File: src/rtl/addsub_pkg.sv
// Shared definitions for the digit-serial add/subtract unit: FSM state
// encoding, operation codes and the counter-width helper.
package addsub_pkg;

    typedef enum logic [1:0] {
        ST_IDLE = 2'd0,
        ST_RUN  = 2'd1,
        ST_DONE = 2'd2
    } state_t;

    localparam logic OP_ADD = 1'b0;
    localparam logic OP_SUB = 1'b1;

    // Width of a counter that must index n digit steps; never narrower than 1.
    function automatic int cnt_width(input int n);
        return (n <= 1) ? 1 : $clog2(n);
    endfunction

endpackage

File: src/rtl/addsub_digit.sv
// Combinational DIGIT-bit ripple-carry adder: s = x + y + cin, cout = carry out.
module addsub_digit #(
    parameter int DIGIT = 2
) (
    input  logic [DIGIT-1:0] x,
    input  logic [DIGIT-1:0] y,
    input  logic             cin,
    output logic [DIGIT-1:0] s,
    output logic             cout
);

    logic c;

    // Ripple the carry through the digit one full adder at a time.
    always_comb begin
        c = cin;
        s = '0;
        for (int i = 0; i < DIGIT; i++) begin
            s[i] = x[i] ^ y[i] ^ c;
            c    = (x[i] & y[i]) | (c & (x[i] ^ y[i]));
        end
        cout = c;
    end

endmodule

File: src/rtl/addsub_serial.sv
// Digit-serial add/subtract unit. Operands are latched on an accepted start,
// then consumed DIGIT bits per clock, LSB digit first, through a single digit
// adder. Result and flags are published together with a one-cycle done pulse
// and hold until the next completion or reset.
module addsub_serial
    import addsub_pkg::*;
#(
    parameter int WIDTH = 8,
    parameter int DIGIT = 2
) (
    input  logic             clk,
    input  logic             rst_n,
    input  logic             start,
    input  logic             op,
    input  logic [WIDTH-1:0] a,
    input  logic [WIDTH-1:0] b,
    output logic             busy,
    output logic             done,
    output logic [WIDTH-1:0] result,
    output logic             carry,
    output logic             overflow,
    output logic             zero
);

    localparam int N     = WIDTH / DIGIT;
    localparam int CNT_W = cnt_width(N);
    localparam logic [CNT_W-1:0] CNT_LAST = CNT_W'(N - 1);

    state_t           state_q, state_d;
    logic [CNT_W-1:0] cnt_q, cnt_d;
    logic [WIDTH-1:0] a_q, a_d;       // operand A, shifted right one digit per step
    logic [WIDTH-1:0] b_q, b_d;       // operand B, shifted right one digit per step
    logic             op_q, op_d;
    logic             cy_q, cy_d;     // carry between digit steps
    logic [WIDTH-1:0] acc_q, acc_d;   // sum digits enter at the top, shift down
    logic [WIDTH-1:0] result_q, result_d;
    logic             carry_q, carry_d;
    logic             ovf_q, ovf_d;
    logic             zero_q, zero_d;

    logic [DIGIT-1:0] x_dig, y_dig, s_dig;
    logic             cout_dig;

    // The current digit is always the low digit of the shifting operands;
    // subtraction feeds the inverted B digit (the +1 arrives as initial carry).
    always_comb begin
        x_dig = a_q[DIGIT-1:0];
        y_dig = b_q[DIGIT-1:0] ^ {DIGIT{op_q}};
    end

    addsub_digit #(.DIGIT(DIGIT)) u_digit (
        .x    (x_dig),
        .y    (y_dig),
        .cin  (cy_q),
        .s    (s_dig),
        .cout (cout_dig)
    );

    // Next-state and datapath update for the IDLE/RUN/DONE sequencer.
    always_comb begin
        state_d  = state_q;
        cnt_d    = cnt_q;
        a_d      = a_q;
        b_d      = b_q;
        op_d     = op_q;
        cy_d     = cy_q;
        acc_d    = acc_q;
        result_d = result_q;
        carry_d  = carry_q;
        ovf_d    = ovf_q;
        zero_d   = zero_q;

        case (state_q)
            ST_IDLE, ST_DONE: begin
                if (start) begin
                    a_d     = a;
                    b_d     = b;
                    op_d    = op;
                    cy_d    = (op == OP_SUB);
                    cnt_d   = '0;
                    state_d = ST_RUN;
                end else begin
                    state_d = ST_IDLE;
                end
            end
            ST_RUN: begin
                acc_d = (acc_q >> DIGIT) | (WIDTH'(s_dig) << (WIDTH - DIGIT));
                a_d   = a_q >> DIGIT;
                b_d   = b_q >> DIGIT;
                cy_d  = cout_dig;
                cnt_d = cnt_q + CNT_W'(1);
                if (cnt_q == CNT_LAST) begin
                    // On the last step the low digit holds the operand MSBs.
                    state_d  = ST_DONE;
                    cnt_d    = '0;
                    result_d = acc_d;
                    carry_d  = cout_dig ^ op_q;
                    ovf_d    = (x_dig[DIGIT-1] == y_dig[DIGIT-1]) &&
                               (s_dig[DIGIT-1] != x_dig[DIGIT-1]);
                    zero_d   = (acc_d == '0);
                end
            end
            default: state_d = ST_IDLE;
        endcase
    end

    // State, operand and result registers; reset clears everything at once.
    always_ff @(posedge clk or negedge rst_n) begin
        if (!rst_n) begin
            state_q  <= ST_IDLE;
            cnt_q    <= '0;
            a_q      <= '0;
            b_q      <= '0;
            op_q     <= 1'b0;
            cy_q     <= 1'b0;
            acc_q    <= '0;
            result_q <= '0;
            carry_q  <= 1'b0;
            ovf_q    <= 1'b0;
            zero_q   <= 1'b0;
        end else begin
            state_q  <= state_d;
            cnt_q    <= cnt_d;
            a_q      <= a_d;
            b_q      <= b_d;
            op_q     <= op_d;
            cy_q     <= cy_d;
            acc_q    <= acc_d;
            result_q <= result_d;
            carry_q  <= carry_d;
            ovf_q    <= ovf_d;
            zero_q   <= zero_d;
        end
    end

    assign busy     = (state_q == ST_RUN);
    assign done     = (state_q == ST_DONE);
    assign result   = result_q;
    assign carry    = carry_q;
    assign overflow = ovf_q;
    assign zero     = zero_q;

endmodule
File: config.mk
export PLATFORM = sky130hd
export DESIGN_NAME = addsub_serial
export DESIGN_NICKNAME = d
export VERILOG_FILES = /design/src/rtl/addsub_pkg.sv /design/src/rtl/addsub_digit.sv /design/src/rtl/addsub_serial.sv
export SDC_FILE = /design/constraint.sdc
export NUM_CORES = 1
export LEC_CHECK = 0
export CAP_MARGIN = 5
export CORE_ASPECT_RATIO = 1.5
export CORE_MARGIN = 4
export CORE_UTILIZATION = 55
export DETAILED_ROUTE_END_ITERATION = 7
export PLACE_DENSITY = 0.84
export SETUP_SLACK_MARGIN = 0.4
export SLEW_MARGIN = 15
export SYNTH_ARGS = -nofsm -noshare
export SYNTH_HDL_FRONTEND = slang
export SYNTH_HIERARCHICAL = 1
export SYNTH_SLANG_ARGS = --single-unit
File: constraint.sdc
create_clock -name clk -period 6.25 [get_ports clk]
set_input_delay 1.25 -clock clk [delete_from_list [all_inputs] [get_ports clk]]
set_output_delay 1.25 -clock clk [all_outputs]
set_load 0.1 [all_outputs]
**After elaboration in Yosys (flattened, before gate mapping)**

Index checks and enable logic that the tools add are counted.

- Logic and storage cells: 52
- Bits in registers: 41
- Input port bits: 20
- Output and inout port bits: 13

- Add/sub/neg operators: 1
- Mux-type cells: 12
- Equality and inequality tests: 7
- Bitwise logic cells: 13
- Reduce and logical (&&, ||, !) cells: 8

Operator list:

| operator | count |
|---|---|
| $pmux W8 S2 | 2 |
| $mux W8 | 2 |
| $logic_not A8 Y1 | 1 |
| $or A6 B8 Y8 | 1 |
| $pmux W2 S2 | 2 |
| $mux W2 | 3 |
| $reduce_and A2 Y1 | 3 |
| $xor A1 B1 Y1 | 5 |
| $and A1 B1 Y1 | 4 |
| $eq A2 B2 Y1 const B | 2 |
| $add A2 B1 Y2 const B | 1 |
| $eq A2 B1 Y1 const B | 1 |
| $logic_not A2 Y1 | 1 |
| $mux W1 | 2 |
| $ne A2 B1 Y1 const B | 1 |
| $ne A2 B2 Y1 const B | 1 |
| $or A1 B1 Y1 | 2 |
| $pmux W1 S2 | 1 |
| $reduce_bool A2 Y1 | 1 |
| $reduce_or A2 Y1 | 1 |
| $xor A2 B2 Y2 | 1 |
| $eq A1 B1 Y1 | 1 |
| $logic_and A1 B1 Y1 | 1 |
| $ne A1 B1 Y1 | 1 |

**Logic depth before layout (Yosys ltp)**

Gate-level depths: netlist of the first run.

- Depth in word-level cells: 7
- Mapped depth: 8
- Mapped depth without buffers: 8

**Hierarchy**

The synthesis of the first run kept the hierarchy.

By module, submodules not included:

| module | seq. area each (um^2) | instances | area an instance (um^2) | cells each |
|---|---|---|---|---|
| addsub_serial | 975.9 | 1 | 1680.4 | 159 |
| addsub_digit | 0.0 | 1 | 70.1 | 10 |

**Worst setup path after synthesis of the first run**

Ideal clock, no wire load.

- Path kind: reg-to-output
- Start point: reg state_q[0]
- End point: out done
- Path buffers: 0
- Stages on the path, launching flop included: 2
- Path slack: 3231 ps
- Required time: 5000 ps
- Arrival time: 1769 ps
- Cells stage by stage: dfrtp_1 nor2b_1

- Word-level cells in the longest chain between the ends: 1

Ends and longest elaborated chain:

| item | line | RTL |
|---|---|---|
| start, declared | addsub_serial.sv:29 | `state_t state_q, state_d;` |
| start signal, assigned | addsub_serial.sv:122 | `state_q <= state_d;` |
| $eq A2 B2 Y1 | addsub_serial.sv:137 | `assign done = (state_q == ST_DONE);` |
| end, declared | addsub_serial.sv:18 | `output logic done,` |

No other way between the ends.

**Worst setup path in the final report of the first run**

- Start point: reg state_q[1]
- End point: out busy

- Word-level cells in the longest chain between the ends: 1

Ends and longest elaborated chain:

| item | line | RTL |
|---|---|---|
| $eq A2 B1 Y1 | addsub_serial.sv:136 | `assign busy = (state_q == ST_RUN);` |
| end, declared | addsub_serial.sv:17 | `output logic busy,` |

No other way between the ends.

==> run summary, run 1 <==
Status = completed
Yosys top cell area share = 55.8%
CTS clk-pin slew, worst paths = 70 ps
Largest area contributor in the netlist = dfrtp_1
Slew @ Worst Pin = 981 ps
Drt drc = 0
# diodes = 0
1st-iter DRT viols = 24
Main synth FF type = dfrtp_1
WS Path Type = register to output pin
First-pass GRT wire length = 5430 um
Type of origin of the critical path = register
Vias in the first global route = 1275
RSZ-0062 raised after global routing = false
Final net count = 224
Max clock buf depth = 2
Die area = 4170 um^2
Routed len/inst = 13.0 um
Area Overhead vs Synth = 22.6%
Chip height = 77.1 um
WP data arrival = 2590 ps
CP Max Fanout = 34
Layout cell share with drive strength beyond 1 = 10.9%
Post-synth EDFFs = 0
Drt pass-1 iters = 4
Main area contributors after synthesis = dfrtp_1, nand2_1, a31oi_1, mux2_2, mux2_4
Yosys reg bits = 39
Grt total ovfl = 0
Max Clk Rate = 0.261 GHz
Post-synth cell types = 30
Setup Buffers After CTS = 0
Row cnt = 24
Via density per instance = 5.24
Post-cts resize count = 0
Root buffer cell = clkbuf_8
Via count = 1264
Hold_buf cts = 0
Synth warn = 6
Hold crit path type = register to register
Latest clock arrival within the worst-skew pair = 290 ps
Pin count of the biggest net entering global routing = 40
# port buffers = 32
Fin util = 72.2%
Net Count, Synth = 192
Number of nets with antenna violations after routing = 0
Crit path time final = 3840 ps
H-tree levels = 2
Ports = 33
# setup viols final = 0
Post-synthesis sequential area ratio = 55.8%
Core Area = 2970 um^2
Mapped Cells = 169
Final wirelength = 3120 um
Final setup skew = 3.73 ps
Final HPWL from detailed placement = 2270 um
Die X = 54.1 um
Synthesized area per cell = 10.4 um^2
Tot GR Track Use = 17.9%
Period utilization = 61.4%
Hold slack = 482 ps
Initial antenna violation count = 0
Starting Density = 58.9%
Max Cap Viol = 0
Worst setup margin = 2410 ps
Fin. Hold Viols = 0
Critical Path RT = 5000 ps
Setup_tns = 0 ps
Synthesized cell area = 1750 um^2
Pre-CTS setup slack = 2370 ps
Sink Count = 39
Max_slew headroom = 34.4%
Max Slew Vio Count = 0
Critical Path Sink Type = output pin
GP Congestion = 0.768
CTS tree = done
TritonCTS Buffers = 5
Fraction of registers with async set/reset = 100%
==> per-layer routing <==
| layer | vias up | global-route usage, % | wire, um |
|---|---|---|---|
| met5 | - | 0 | 0 |
| met4 | 0 | 8.48 | 63 |
| met3 | 7 | 5.81 | 202 |
| met2 | 36 | 29.5 | 1690 |
| met1 | 604 | 19.9 | 1160 |
| li1 | 617 | - | - |
==> cells by family (layout without fill, tap and decap cells) <==
group | after synthesis | after routing | synth area share, %
simple gates | 74 | 74 | 18.7
compound gates | 23 | 23 | 9.01
fa+ha+maj | 3 | 3 | 3.00
flops | 39 | 39 | 55.8
buf+inv | 18 | 51 | 5.72
xor+xnor | 3 | 3 | 1.50
mux | 9 | 9 | 6.36
==> placed cells by master, fill, tap and decap left out, types with 3 or more instances in the layout <==
| cell | instances |
|---|---|
| nand2_1 | 50 |
| dfrtp_1 | 39 |
| clkdlybuf4s50_1 | 31 |
| nor2_1 | 12 |
| a31oi_1 | 12 |
| inv_1 | 9 |
| a22o_1 | 5 |
| mux2_2 | 5 |
| clkbuf_8 | 5 |
| nor2b_1 | 4 |
| mux2_4 | 3 |
==> area by class of cell <==
| class | count | area, um^2 |
|---|---|---|
| Tap cell | 39 | 48.8 |
| Timing Repair Buffer | 33 | 323 |
| Inverter | 10 | 40.0 |
| Clock inverter | 1 | 5.00 |
| Multi-Input combinational cell | 112 | 677 |
| Clock buffer | 7 | 76.3 |
| Sequential cell | 39 | 976 |
| Fill cell | 223 | 827 |
==> metrics by stage <==
step                      instance area, um^2  instances
after floorplan                          1750        169
after global placement                   2060        233
after detailed placement                 2060        233
after CTS                                2140        241
after global routing                     2150        241
final                                    2150        241
==> synthesized netlist by cell type (2+ instances only) <==
cell type,instances
a22o_1,5
a31oi_1,12
buf_2,3
buf_4,3
buf_6,2
dfrtp_1,39
fa_1,2
inv_1,9
mux2_2,5
mux2_4,3
nand2_1,50
nor2_1,12
nor2b_1,4
nor4_1,2
o21ai_0,2
xor2_1,2
==> worst max-delay path, cell delays in order, from the launching register on <==
cell             delay (ps)
dfrtp_1                 400
nand2b_2                480
inv_4                   250
clkdlybuf4s50_1        1170
==> worst paths after layout <==
check / startpoint / end / slack, ps / cells after the start
setup reg to reg: op_q$_DFFE_PN0P_ / zero$_DFFE_PN0P_ / 3850 / 8
min in group asynchronous: rst_n / result[1]$_DFFE_PN0P_ / 1060 / 1
hold reg to reg: overflow$_DFFE_PN0P_ / overflow$_DFFE_PN0P_ / 480 / 2
hold / removal: overflow$_DFFE_PN0P_ / overflow$_DFFE_PN0P_ / 480 / 2
setup / recovery: state_q[1]$_DFFE_PN0P_ / busy / 2410 / 3
max in group asynchronous: rst_n / result[6]$_DFFE_PN0P_ / 4660 / 1
==> flip-flops by register name, indices dropped and copies added, names as in the netlist <==
register and flops:
carry 1, result 8, b_q 8, zero 1
cnt_q 2, a_q 8, op_q 1, cy_q 1
acc_q 6, state_q 2, overflow 1
Power of run 1 is not shown: default switching activity piles up to over one toggle a cycle in this logic, so the estimate is an artifact.
==> inputs of run 2 (changes only) <==
--- a/config.mk
+++ b/config.mk
@@ -8,9 +8,9 @@
 export CAP_MARGIN = 5
 export CORE_ASPECT_RATIO = 1.5
 export CORE_MARGIN = 4
-export CORE_UTILIZATION = 55
+export CORE_UTILIZATION = 46
 export DETAILED_ROUTE_END_ITERATION = 7
-export PLACE_DENSITY = 0.84
+export PLACE_DENSITY = 0.75
 export SETUP_SLACK_MARGIN = 0.4
 export SLEW_MARGIN = 15
 export SYNTH_ARGS = -nofsm -noshare
==> constraint.sdc (replaced) <==
create_clock -name clk -period 3.48 [get_ports clk]
set_input_delay 0.696 -clock clk [delete_from_list [all_inputs] [get_ports clk]]
set_output_delay 0.696 -clock clk [all_outputs]
set_load 0.1 [all_outputs]
==> run 2 against run 1 <==
Sequential cell count did not move; sequential share of layout area fell by 0.86 points; routed wire length rose by 6.5%; register-to-register slack got worse by 2600 ps; non-clock buffer count rose by 1; die area rose by 17%; worst hold slack improved by 5.2 ps; critical path depth fell by 2; via count rose by 0.40%; critical path type unchanged; critical endpoint is now zero.
==> run summary, run 2 (synthesized netlist as in run 1, its figures left out) <==
Status = completed
Setup Buffers After CTS = 0 (unchanged)
Hold_buf cts = 0 (unchanged)
Fillers = 319 (+43%)
CTS clk-pin slew, worst paths = 70 ps (about the same)
Worst path bufs/invs = 1 (-1)
H-tree levels = 2 (unchanged)
WS Path Type = register to output pin
Period utilization = 71.2%
Seq. cell area = 976 um^2 (unchanged)
1st-iter DRT viols = 15 (-38%)
Max Slew Vio Count = 0 (unchanged)
Hold crit path type = register to register
Final wirelength = 3320 um (+6.5%)
Row cnt = 27 (+13%)
# setup viols final = 0 (unchanged)
Routed len/inst = 13.5 um (+4.3%)
Layout cell share with drive strength beyond 1 = 12.8% (+1.9 points)
Drt pass-1 iters = 4 (unchanged)
Crit path depth = 1 (-2)
CP Max Fanout = 2 (-94%)
Max clock buf depth = 2 (unchanged)
CP peak stage delay = 1130 ps (-40 ps)
Max_slew headroom = 34.9% (+0.47 points)
Max Cap Viol = 0 (unchanged)
Via count = 1269 (+0.40%)
Setup_tns = 0 ps (unchanged)
Final HPWL from detailed placement = 2430 um (+6.9%)
Pin count of the biggest net entering global routing = 40 (unchanged)
Critical Path Sink Type = output pin
Slew @ Worst Pin = 974 ps (-7.08 ps)
Root buffer cell = clkbuf_8
GR peak layer = met2
Max Clk Rate = 0.404 GHz
Worst Hold Depth = 2 (unchanged)
Type of origin of the critical path = register
Most common cell after layout, fill and taps aside = nand2_1
RSZ-0062 raised after global routing = false
Die X = 58.4 um (+8.0%)
Met3 GRT Util = 3.41% (-2.4 points)
WP data arrival = 1780 ps (-810 ps)
Post-cts resize count = 0 (unchanged)
Tot GR Track Use = 15.0% (-2.8 points)
Vias in the first global route = 1310 (+2.7%)
Starting Density = 47.5% (-11 points)
Number of nets with antenna violations after routing = 0 (unchanged)
Pre-CTS setup slack = 1240 ps (-1120 ps)
Latest clock arrival within the worst-skew pair = 290 ps (about the same)
Worst path slowest cell = clkdlybuf4s50_1
Sink Count = 39 (unchanged)
Die area = 4880 um^2 (+17%)
CP Cell Sequence = clkdlybuf4s50_1
Fin. Hold Viols = 0 (unchanged)
Grt total ovfl = 0 (unchanged)
Ports = 33 (unchanged)
Final setup skew = 8.08 ps (+4.34 ps)
Critical Path RT = 2780 ps (-2220 ps)
Via density per instance = 5.16 (-1.6%)
Largest delay share family, worst path = buffers and inverters
CTS tree = done
Final net count = 225 (+0.45%)
GP Congestion = 0.763 (-0.60%)
GRT met1 Usage = 16.5% (-3.3 points)
# diodes = 0 (unchanged)
Area occupied by multi-input gates = 674 um^2 (-0.37%)
FF-to-FF path depth = 8 (unchanged)
Worst setup margin = 1000 ps (-1410 ps)
Crit path time final = 2480 ps
Met2 Usage GRT = 27.0% (-2.5 points)
# port buffers = 32 (unchanged)
Chip height = 83.6 um (+8.4%)
Drt drc = 0 (unchanged)
Most frequent cells in the layout = nand2_1, dfrtp_1, clkdlybuf4s50_1
Core Area = 3680 um^2 (+24%)
Initial antenna violation count = 0 (unchanged)
TritonCTS Buffers = 5 (unchanged)
Area Overhead vs Synth = 24.9%
First-pass GRT wire length = 5710 um (+5.2%)
## run 2: tightest hold or removal path: cells and delay by family (launching register included)
family / cells / cell delay, ps
AO/OA/AOI/OAI: 1 / 50
AND/OR/NAND/NOR: 1 / 60
flip-flops: 1 / 350
## run 2: area by class of cell
cell class / instances / share of cell area, %
Timing Repair Buffer: 34 / 14.9
Sequential cell: 39 / 44.6
Clock buffer: 6 / 3.78
Clock inverter: 2 / 1.60
Multi-Input combinational cell: 112 / 30.8
Tap cell: 43 / 2.46
Inverter: 10 / 1.83
## run 2: metrics by stage
step | utilization (%) | instances | hold WS (ps) | instance area (um^2)
2_1_floorplan | - | 169 | 400 | 1750
3_3_place_gp | 56.2 | 238 | 465 | 2070
3_5_place_dp | 56.2 | 238 | 474 | 2070
4_1_cts | 59.4 | 246 | 490 | 2190
5_1_grt | 59.4 | 246 | 522 | 2190
6_report | 59.4 | 246 | 487 | 2190
## run 2: metal layers
layer,part of all wire (%),vias to the layer above
met5,0,-
met4,1.6,0
met3,5.5,5
met2,54,30
met1,39,617
li1,-,617
## run 2: path summary, 6_finish.rpt
path | endpoint | startpoint | slack (ps)
setup / recovery | zero | zero$_DFFE_PN0P_ | 1000
hold / removal | overflow$_DFFE_PN0P_ | overflow$_DFFE_PN0P_ | 490
setup reg to reg | zero$_DFFE_PN0P_ | op_q$_DFFE_PN0P_ | 1240
hold reg to reg | overflow$_DFFE_PN0P_ | overflow$_DFFE_PN0P_ | 490
max in group asynchronous | op_q$_DFFE_PN0P_ | rst_n | 2440
min in group asynchronous | a_q[1]$_DFFE_PN0P_ | rst_n | 510
Power of run 2 is left out for the same reason.
